File: src/rtl/apb_conv_pkg.sv
// ---------------------------------------------------------------------------
// apb_conv_pkg
// Shared types and constants for the APB master converter.
//   ADDR_W / DATA_W   : fixed 8-bit address and data widths
//   TIMEOUT_CYCLES    : ACCESS cycles without pready before a forced end
//                       (only used when APB_CONV_TIMEOUT_EN is defined)
//   state_e           : converter FSM states
// ---------------------------------------------------------------------------
package apb_conv_pkg;

  localparam int ADDR_W         = 8;
  localparam int DATA_W         = 8;
  localparam int TIMEOUT_CYCLES = 16;

  typedef enum logic [2:0] {
    ST_IDLE    = 3'd0,
    ST_SETUP   = 3'd1,
    ST_ACCESS  = 3'd2,
    ST_DONE    = 3'd3,
    ST_RELEASE = 3'd4
  } state_e;

endpackage : apb_conv_pkg

File: src/rtl/apb_conv_req_arb.sv
// ---------------------------------------------------------------------------
// apb_conv_req_arb
// Combinational selection between the local write and read commands.
// A pending write always wins over a pending read.
// Ports:
//   write_req_i / write_addr_i / write_data_i : write command
//   read_req_i  / read_addr_i                 : read command
//   req_valid_o : at least one command is pending
//   addr_o      : address of the selected command
//   data_o      : write data (meaningful only when write_o is 1)
//   write_o     : 1 = selected command is a write
// ---------------------------------------------------------------------------
module apb_conv_req_arb
  import apb_conv_pkg::*;
(
  input  logic              write_req_i,
  input  logic [ADDR_W-1:0] write_addr_i,
  input  logic [DATA_W-1:0] write_data_i,
  input  logic              read_req_i,
  input  logic [ADDR_W-1:0] read_addr_i,
  output logic              req_valid_o,
  output logic [ADDR_W-1:0] addr_o,
  output logic [DATA_W-1:0] data_o,
  output logic              write_o
);

  // Write-over-read priority select.
  always_comb begin
    req_valid_o = write_req_i | read_req_i;
    data_o      = write_data_i;
    if (write_req_i) begin
      addr_o  = write_addr_i;
      write_o = 1'b1;
    end else begin
      addr_o  = read_addr_i;
      write_o = 1'b0;
    end
  end

endmodule : apb_conv_req_arb

File: src/rtl/apb_master_converter.sv
// ---------------------------------------------------------------------------
// apb_master_converter
// Turns level request/acknowledge read and write commands into single APB
// (AMBA 3) transfers toward one 8-bit slave. One transfer at a time; slave
// wait states are honoured through pready; each completed command returns
// a one-cycle ack.
//
// Optional feature macro: APB_CONV_TIMEOUT_EN
//   When defined, adds output timeout_err and a 4-bit wait counter. An ACCESS
//   phase lasting TIMEOUT_CYCLES cycles without pready is ended with a normal
//   ack, read_data = 8'h00 for reads, and a timeout_err pulse with the ack.
//
// Ports:
//   pclk, preset                   : clock, synchronous active-high reset
//   write_req/addr/data, write_ack : local write command and completion
//   read_req/addr, read_data/ack   : local read command, data and completion
//   paddr, pwrite, psel, penable,
//   pwdata                         : APB master outputs (all registered)
//   prdata, pready                 : APB slave responses
//   timeout_err                    : (optional) ACCESS timeout pulse
// ---------------------------------------------------------------------------
module apb_master_converter
  import apb_conv_pkg::*;
(
  input  logic              pclk,
  input  logic              preset,
  input  logic              write_req,
  input  logic [ADDR_W-1:0] write_addr,
  input  logic [DATA_W-1:0] write_data,
  output logic              write_ack,
  input  logic              read_req,
  input  logic [ADDR_W-1:0] read_addr,
  output logic [DATA_W-1:0] read_data,
  output logic              read_ack,
`ifdef APB_CONV_TIMEOUT_EN
  output logic              timeout_err,
`endif
  output logic [ADDR_W-1:0] paddr,
  output logic              pwrite,
  output logic              psel,
  output logic              penable,
  output logic [DATA_W-1:0] pwdata,
  input  logic [DATA_W-1:0] prdata,
  input  logic              pready
);

  state_e            state_q;
  logic [ADDR_W-1:0] paddr_q;
  logic [DATA_W-1:0] pwdata_q;
  logic              pwrite_q;
  logic              psel_q;
  logic              penable_q;
  logic              write_ack_q;
  logic              read_ack_q;
  logic [DATA_W-1:0] read_data_q;

  logic              req_valid_d;
  logic [ADDR_W-1:0] sel_addr_d;
  logic [DATA_W-1:0] sel_data_d;
  logic              sel_write_d;
  logic              served_req_d;

`ifdef APB_CONV_TIMEOUT_EN
  localparam logic [3:0] TIMEOUT_LAST = 4'(TIMEOUT_CYCLES - 1);
  logic [3:0] wait_cnt_q;
  logic       timeout_err_q;
`endif

  apb_conv_req_arb u_req_arb (
    .write_req_i  (write_req),
    .write_addr_i (write_addr),
    .write_data_i (write_data),
    .read_req_i   (read_req),
    .read_addr_i  (read_addr),
    .req_valid_o  (req_valid_d),
    .addr_o       (sel_addr_d),
    .data_o       (sel_data_d),
    .write_o      (sel_write_d)
  );

  // Level of the request that started the current transfer; pwrite_q still
  // holds its direction because it only changes when a new transfer latches.
  always_comb begin
    if (pwrite_q) begin
      served_req_d = write_req;
    end else begin
      served_req_d = read_req;
    end
  end

  // Converter FSM with all APB and handshake outputs registered.
  always_ff @(posedge pclk) begin
    if (preset) begin
      state_q     <= ST_IDLE;
      paddr_q     <= 8'h00;
      pwdata_q    <= 8'h00;
      pwrite_q    <= 1'b0;
      psel_q      <= 1'b0;
      penable_q   <= 1'b0;
      write_ack_q <= 1'b0;
      read_ack_q  <= 1'b0;
      read_data_q <= 8'h00;
`ifdef APB_CONV_TIMEOUT_EN
      wait_cnt_q    <= 4'd0;
      timeout_err_q <= 1'b0;
`endif
    end else begin
      case (state_q)
        ST_IDLE: begin
          write_ack_q <= 1'b0;
          read_ack_q  <= 1'b0;
          if (req_valid_d) begin
            paddr_q  <= sel_addr_d;
            pwrite_q <= sel_write_d;
            // Reads leave the last write data on pwdata.
            if (sel_write_d) begin
              pwdata_q <= sel_data_d;
            end
            psel_q  <= 1'b1;
            state_q <= ST_SETUP;
          end
        end

        ST_SETUP: begin
          penable_q <= 1'b1;
`ifdef APB_CONV_TIMEOUT_EN
          wait_cnt_q <= 4'd0;
`endif
          state_q <= ST_ACCESS;
        end

        ST_ACCESS: begin
          if (pready) begin
            psel_q    <= 1'b0;
            penable_q <= 1'b0;
            if (pwrite_q) begin
              write_ack_q <= 1'b1;
            end else begin
              read_ack_q  <= 1'b1;
              read_data_q <= prdata;
            end
            state_q <= ST_DONE;
          end
`ifdef APB_CONV_TIMEOUT_EN
          else if (wait_cnt_q == TIMEOUT_LAST) begin
            // Forced completion: normal ack, zero read data, error flag.
            psel_q        <= 1'b0;
            penable_q     <= 1'b0;
            timeout_err_q <= 1'b1;
            if (pwrite_q) begin
              write_ack_q <= 1'b1;
            end else begin
              read_ack_q  <= 1'b1;
              read_data_q <= 8'h00;
            end
            state_q <= ST_DONE;
          end else begin
            wait_cnt_q <= wait_cnt_q + 4'd1;
          end
`endif
        end

        ST_DONE: begin
          write_ack_q <= 1'b0;
          read_ack_q  <= 1'b0;
`ifdef APB_CONV_TIMEOUT_EN
          timeout_err_q <= 1'b0;
`endif
          state_q <= ST_RELEASE;
        end

        ST_RELEASE: begin
          // A request still held after its ack must not start a new transfer.
          if (!served_req_d) begin
            state_q <= ST_IDLE;
          end
        end

        default: begin
          state_q     <= ST_IDLE;
          psel_q      <= 1'b0;
          penable_q   <= 1'b0;
          write_ack_q <= 1'b0;
          read_ack_q  <= 1'b0;
        end
      endcase
    end
  end

  assign paddr     = paddr_q;
  assign pwdata    = pwdata_q;
  assign pwrite    = pwrite_q;
  assign psel      = psel_q;
  assign penable   = penable_q;
  assign write_ack = write_ack_q;
  assign read_ack  = read_ack_q;
  assign read_data = read_data_q;
`ifdef APB_CONV_TIMEOUT_EN
  assign timeout_err = timeout_err_q;
`endif

endmodule : apb_master_converter

File: config.mk
export PLATFORM = sky130hd
export DESIGN_NAME = apb_master_converter
export DESIGN_NICKNAME = d
export VERILOG_FILES = /design/src/rtl/apb_conv_pkg.sv /design/src/rtl/apb_conv_req_arb.sv /design/src/rtl/apb_master_converter.sv
export SDC_FILE = /design/constraint.sdc
export NUM_CORES = 1
export LEC_CHECK = 0
export CELL_PAD_IN_SITES_DETAIL_PLACEMENT = 1
export CELL_PAD_IN_SITES_GLOBAL_PLACEMENT = 2
export CORE_MARGIN = 2
export CORE_UTILIZATION = 21
export CTS_BUF_LIST = sky130_fd_sc_hd__clkbuf_8 sky130_fd_sc_hd__clkbuf_16
export CTS_CLUSTER_DIAMETER = 200
export DETAILED_ROUTE_END_ITERATION = 8
export PLACE_DENSITY_LB_ADDON = 0.08
export RECOVER_POWER = 50
export SYNTH_ARGS = -nofsm -noshare
export SYNTH_HDL_FRONTEND = slang
export SYNTH_SLANG_ARGS = --single-unit
File: constraint.sdc
create_clock -name pclk -period 1.4 [get_ports pclk]
set_clock_uncertainty 0.1 [all_clocks]
set_input_delay 0.35 -clock pclk [delete_from_list [all_inputs] [get_ports pclk]]
set_output_delay 0.35 -clock pclk [all_outputs]
set_load 0.05 [all_outputs]
# Word level (Yosys, flattened, before mapping)
# Index checks and enable logic that the tools add are counted.
# word_totals
ram_bits,0
romBits,0
memories,0
in_bits,37
reg_bits,32
latchBits,0
output_inout_bits,29
# op_classes
shift,0
order_cmp,0
n_div,0
muxes,17
eq_ne,9
multipliers,0
addsub,0
bitwise_logic,5
n_reduce_logical,12
# ops
operator,n
$reduce_and 3->1,6
$pmux 3 s5,1
$ne 2x2->1 const B,5
$mux 3,3
$mux 1,8
$mux 8,1
$eq 3x2->1 const B,2
$pmux 1 s3,2
$reduce_or 3->1,2
$not 1->1,4
$pmux 1 s2,2
$reduce_and 2->1,2
$eq 3x1->1 const B,1
$eq 3x3->1 const B,1
$logic_not 3->1,1
$reduce_or 2->1,1
$or 1x1->1,1

# Logic depth before layout (Yosys ltp)
# logic_depth
word_depth,4
depth_mapped,5
mapped_depth_nobuf,3

# Modules after synthesis
# A second synthesis with hierarchy kept.
# hier_totals
hier_cells,174
hier_area_um2,1571.5
# by_module_without_submodules
module,cells_each,n_inst,area_per_inst_um2
apb_master_converter,155,1,1366.3
apb_conv_req_arb,19,1,205.2

# Least setup slack after synthesis
# OpenSTA, ideal clock, no wires.
# synth_path
kind,reg-to-reg
startpoint,"register pwrite_q, in the netlist pwrite"
endpoint,register state_q[2]
path_stages_with_launch,5
synth_period_minus_slack_ps,1592
arrival_ps,1421
path_slack_ps,-192
cell_sequence,dfxtp_1 > clkbuf_2 > mux2i_1 > or3b_1 > a21oi_1
# synth_between
elab_chain_len,3
# synth_rtl
item,line_no,source
start: declaration,apb_master_converter.sv:50,logic pwrite_q;
start signal: assignment,apb_master_converter.sv:114,pwrite_q <= sel_write_d;
$mux 1,apb_master_converter.sv:84,if (pwrite_q) begin
$ne 2x2->1 (no line),--,
$reduce_and 3->1 (no line),--,
end signal: assignment,apb_master_converter.sv:94,state_q <= ST_IDLE;
end signal: assignment,apb_master_converter.sv:120,state_q <= ST_SETUP;
end signal: assignment,apb_master_converter.sv:129,state_q <= ST_ACCESS;
end: declaration,apb_master_converter.sv:47,state_e state_q;
# No other way between the ends.
# A chain may end at the register's enable or synchronous reset.

# Worst setup path in the final report
# layout_path
startpoint,register state_q[1]
endpoint,"register pwdata_q[1], in the netlist pwdata[1]"
# layout_between
elab_chain_len,2
# layout_rtl
item,line_no,source
$logic_not 3->1,apb_master_converter.sv:108,case (state_q)
$reduce_and 3->1 (no line),--,
end signal: assignment,apb_master_converter.sv:117,pwdata_q <= sel_data_d;
end: declaration,apb_master_converter.sv:49,logic [DATA_W-1:0] pwdata_q;
# No other way between the ends.

==> run summary <==
# IOs: 66
slew margin rel.: 0.798
core area: 6720 um2
Post-synth EDFFs: 0
initial antenna violation count: 0
vias in the first global route: 1545
final wirelength: 4500 um
Final nets: 275
first-pass GRT wire length: 7430 um
status: completed
fmax: 743 MHz
htree depth: 2
Yosys top cell area share: 0.445
Worst-path clk slew: 0.06 ns
number of max-cap violations: 0
proportion of layout cells with a drive suffix above 1: 0.314
HP Class: flop to flop
Max stage delay on crit path: 0.58 ns
Die Area: 7540 um2
Initial DRC Count: 58
die width: 86.8 um
Worst-Skew Late Latency: 0.28 ns
most frequent cells in the layout: 33 x nand2_1, 33 x clkdlybuf4s50_1, 28 x dfxtp_1
Remaining Overflow, GRT: 0
Starting Density: 0.214
Synth area leader: dfxtp_1
synth unique cells: 38
Final setup viols: 0
CP max FO: 8
antenna cells: 0
Leakage: 1.06 nW
Critical Path RT: 1.47 ns
DP HPWL: 3390 um
die height: 86.8 um
CP Capture Type: flop
Final Wtd Congestion: 0.743
Avg WL per Cell: 14.1 um
Mean Syn Cell Area: 9.23 um2
fin crit period: 1.35 ns
post-synth net total: 193
DR vias/cell: 4.45
Layout area overhead: 83.4%
Root Buffer: clkbuf_8
largest net degree at the start of global routing: 21
drt drc: 0
Final Hold Vio Count: 0
synth top area cells: dfxtp_1 44%, mux2i_1 13%, nand2_1 8.6%
Pwr Density: 1180 nW/um2
crit start category: flop
critical path's top delay family: simple AND/OR/NAND/NOR gates
Rows: 30
Tot Pwr: 3.13 mW
CTS Buf Count: 5
worst-path cell chain: or4b_4 > nand2_1 > a21oi_1
ANT nets after route: 0
Synth Register Bits: 32
worst slew pin tran: 0.300 ns
CTS Buffer Depth: 2
port bufs: 65
Fillers: 739
period utilization: 0.961
CP Class: flop to flop
RSZ-0062 raised after global routing: yes
reg2reg start: state_q[1]
Critical Path AT: 1.41 ns
clock sinks: 32
CP max stage cell: or4b_4
CTS tree: done
Post-Syn Area: 1440 um2
critical path launch point: state_q[1]
Worst Min Path Start: pwdata[4]
fin. max-slew vios: 0
Bufs and invs on worst path: 0
VDD IR max: 486 uV
Seq/Total Area, Yosys: 0.445
drt first pass iters: 4
CTS Hold Bufs: 0
Top FF cell, synth: dfxtp_1
vias: 1419
setup TNS: 0 ns
Cells after Synth: 156
All-Layer GR Usage: 0.127
Yosys warning count: 0
Async SR Flop Fraction: 0
## synthesized netlist by cell type, types with 2 or more instances
master	number
nand2_1	33
dfxtp_1	32
a21oi_1	19
mux2i_1	18
a211oi_1	9
clkbuf_1	6
buf_6	3
nor2_1	3
a31oi_1	2
buf_2	2
nor3b_1	2
## state kept, by name, summed over array words and instances (netlist names)
signal and flops:
paddr 8, pwdata 8, read_data 8, state_q 3
penable 1, psel 1, pwrite 1, read_ack 1
write_ack 1
## final cells by class
| cell class | count | area (um2) | share of cell area |
|---|---|---|---|
| timing repair buffer | 87 | 1040 | 0.392 |
| clock inverter | 2 | 7.51 | 0.00284 |
| multi-input combinational | 110 | 754 | 0.286 |
| tap | 80 | 100 | 0.0379 |
| inverter | 2 | 7.51 | 0.00284 |
| clock buffer | 6 | 82.6 | 0.0313 |
| sequential | 32 | 653 | 0.247 |
## stage by stage
stage | std cells | instance area (um2) | utilization | setup slack, ns | hold WS [ns]
finish | 319 | 2640 | 0.393 | 0.0549 | 0.353
global route | 319 | 2640 | 0.393 | -0.0241 | 0.375
CTS | 317 | 2690 | 0.400 | 0.00319 | 0.396
detailed placement | 308 | 2570 | 0.382 | -0.510 | 0.386
global placement | 308 | 2570 | 0.382 | -0.450 | 0.376
floorplan | 156 | 1440 | - | -0.00214 | 0.390
## metal layers
metal | track usage | vias to the layer above | part of all wire
met3 | 0.0438 | 5 | 0.056
met1 | 0.144 | 661 | 0.41
met2 | 0.225 | 41 | 0.52
li1 | - | 712 | -
met4 | 0.0384 | 0 | 0.013
met5 | 0 | - | 0
## cells by family (layout without fill, tap and decap cells)
| group | count (synthesis) | count (layout) | share of synthesized area |
|---|---|---|---|
| mux | 18 | 18 | 0.125 |
| simple gates | 54 | 55 | 0.212 |
| xor+xnor | 1 | 1 | 0.00608 |
| flops | 32 | 32 | 0.445 |
| buf+inv | 15 | 97 | 0.0599 |
| compound gates | 36 | 36 | 0.152 |
## power by group
group / total, mW / leakage, nW / switching (mW) / internal, mW
Combinational: 1.27 / 0.741 / 0.631 / 0.634
Clock: 0.719 / 0.0538 / 0.333 / 0.386
Sequential: 1.15 / 0.265 / 0.127 / 1.02
## worst paths after layout
kind	endpoint	slack [ns]	cells past startpoint
worst max register to register	pwdata[1]	0.05	3
worst min-delay path	pwdata[4]	0.35	2
worst min register to register	pwdata[4]	0.35	2
worst max-delay path	pwdata[1]	0.05	3
## worst register-to-register path, stage by stage (launching register included)
cell and delay [ns]:
dfxtp_4 0.38, or4b_4 0.59, nand2_1 0.10, a21oi_1 0.06
## timing repair
item	4_1_cts	5_1_grt
setup endpoints to repair	30	24
resized for setup	11	10
buffers inserted	0	2
gates cloned	1	0
pin swaps	0	2
Note: power is estimated with default switching activity, not from simulation.
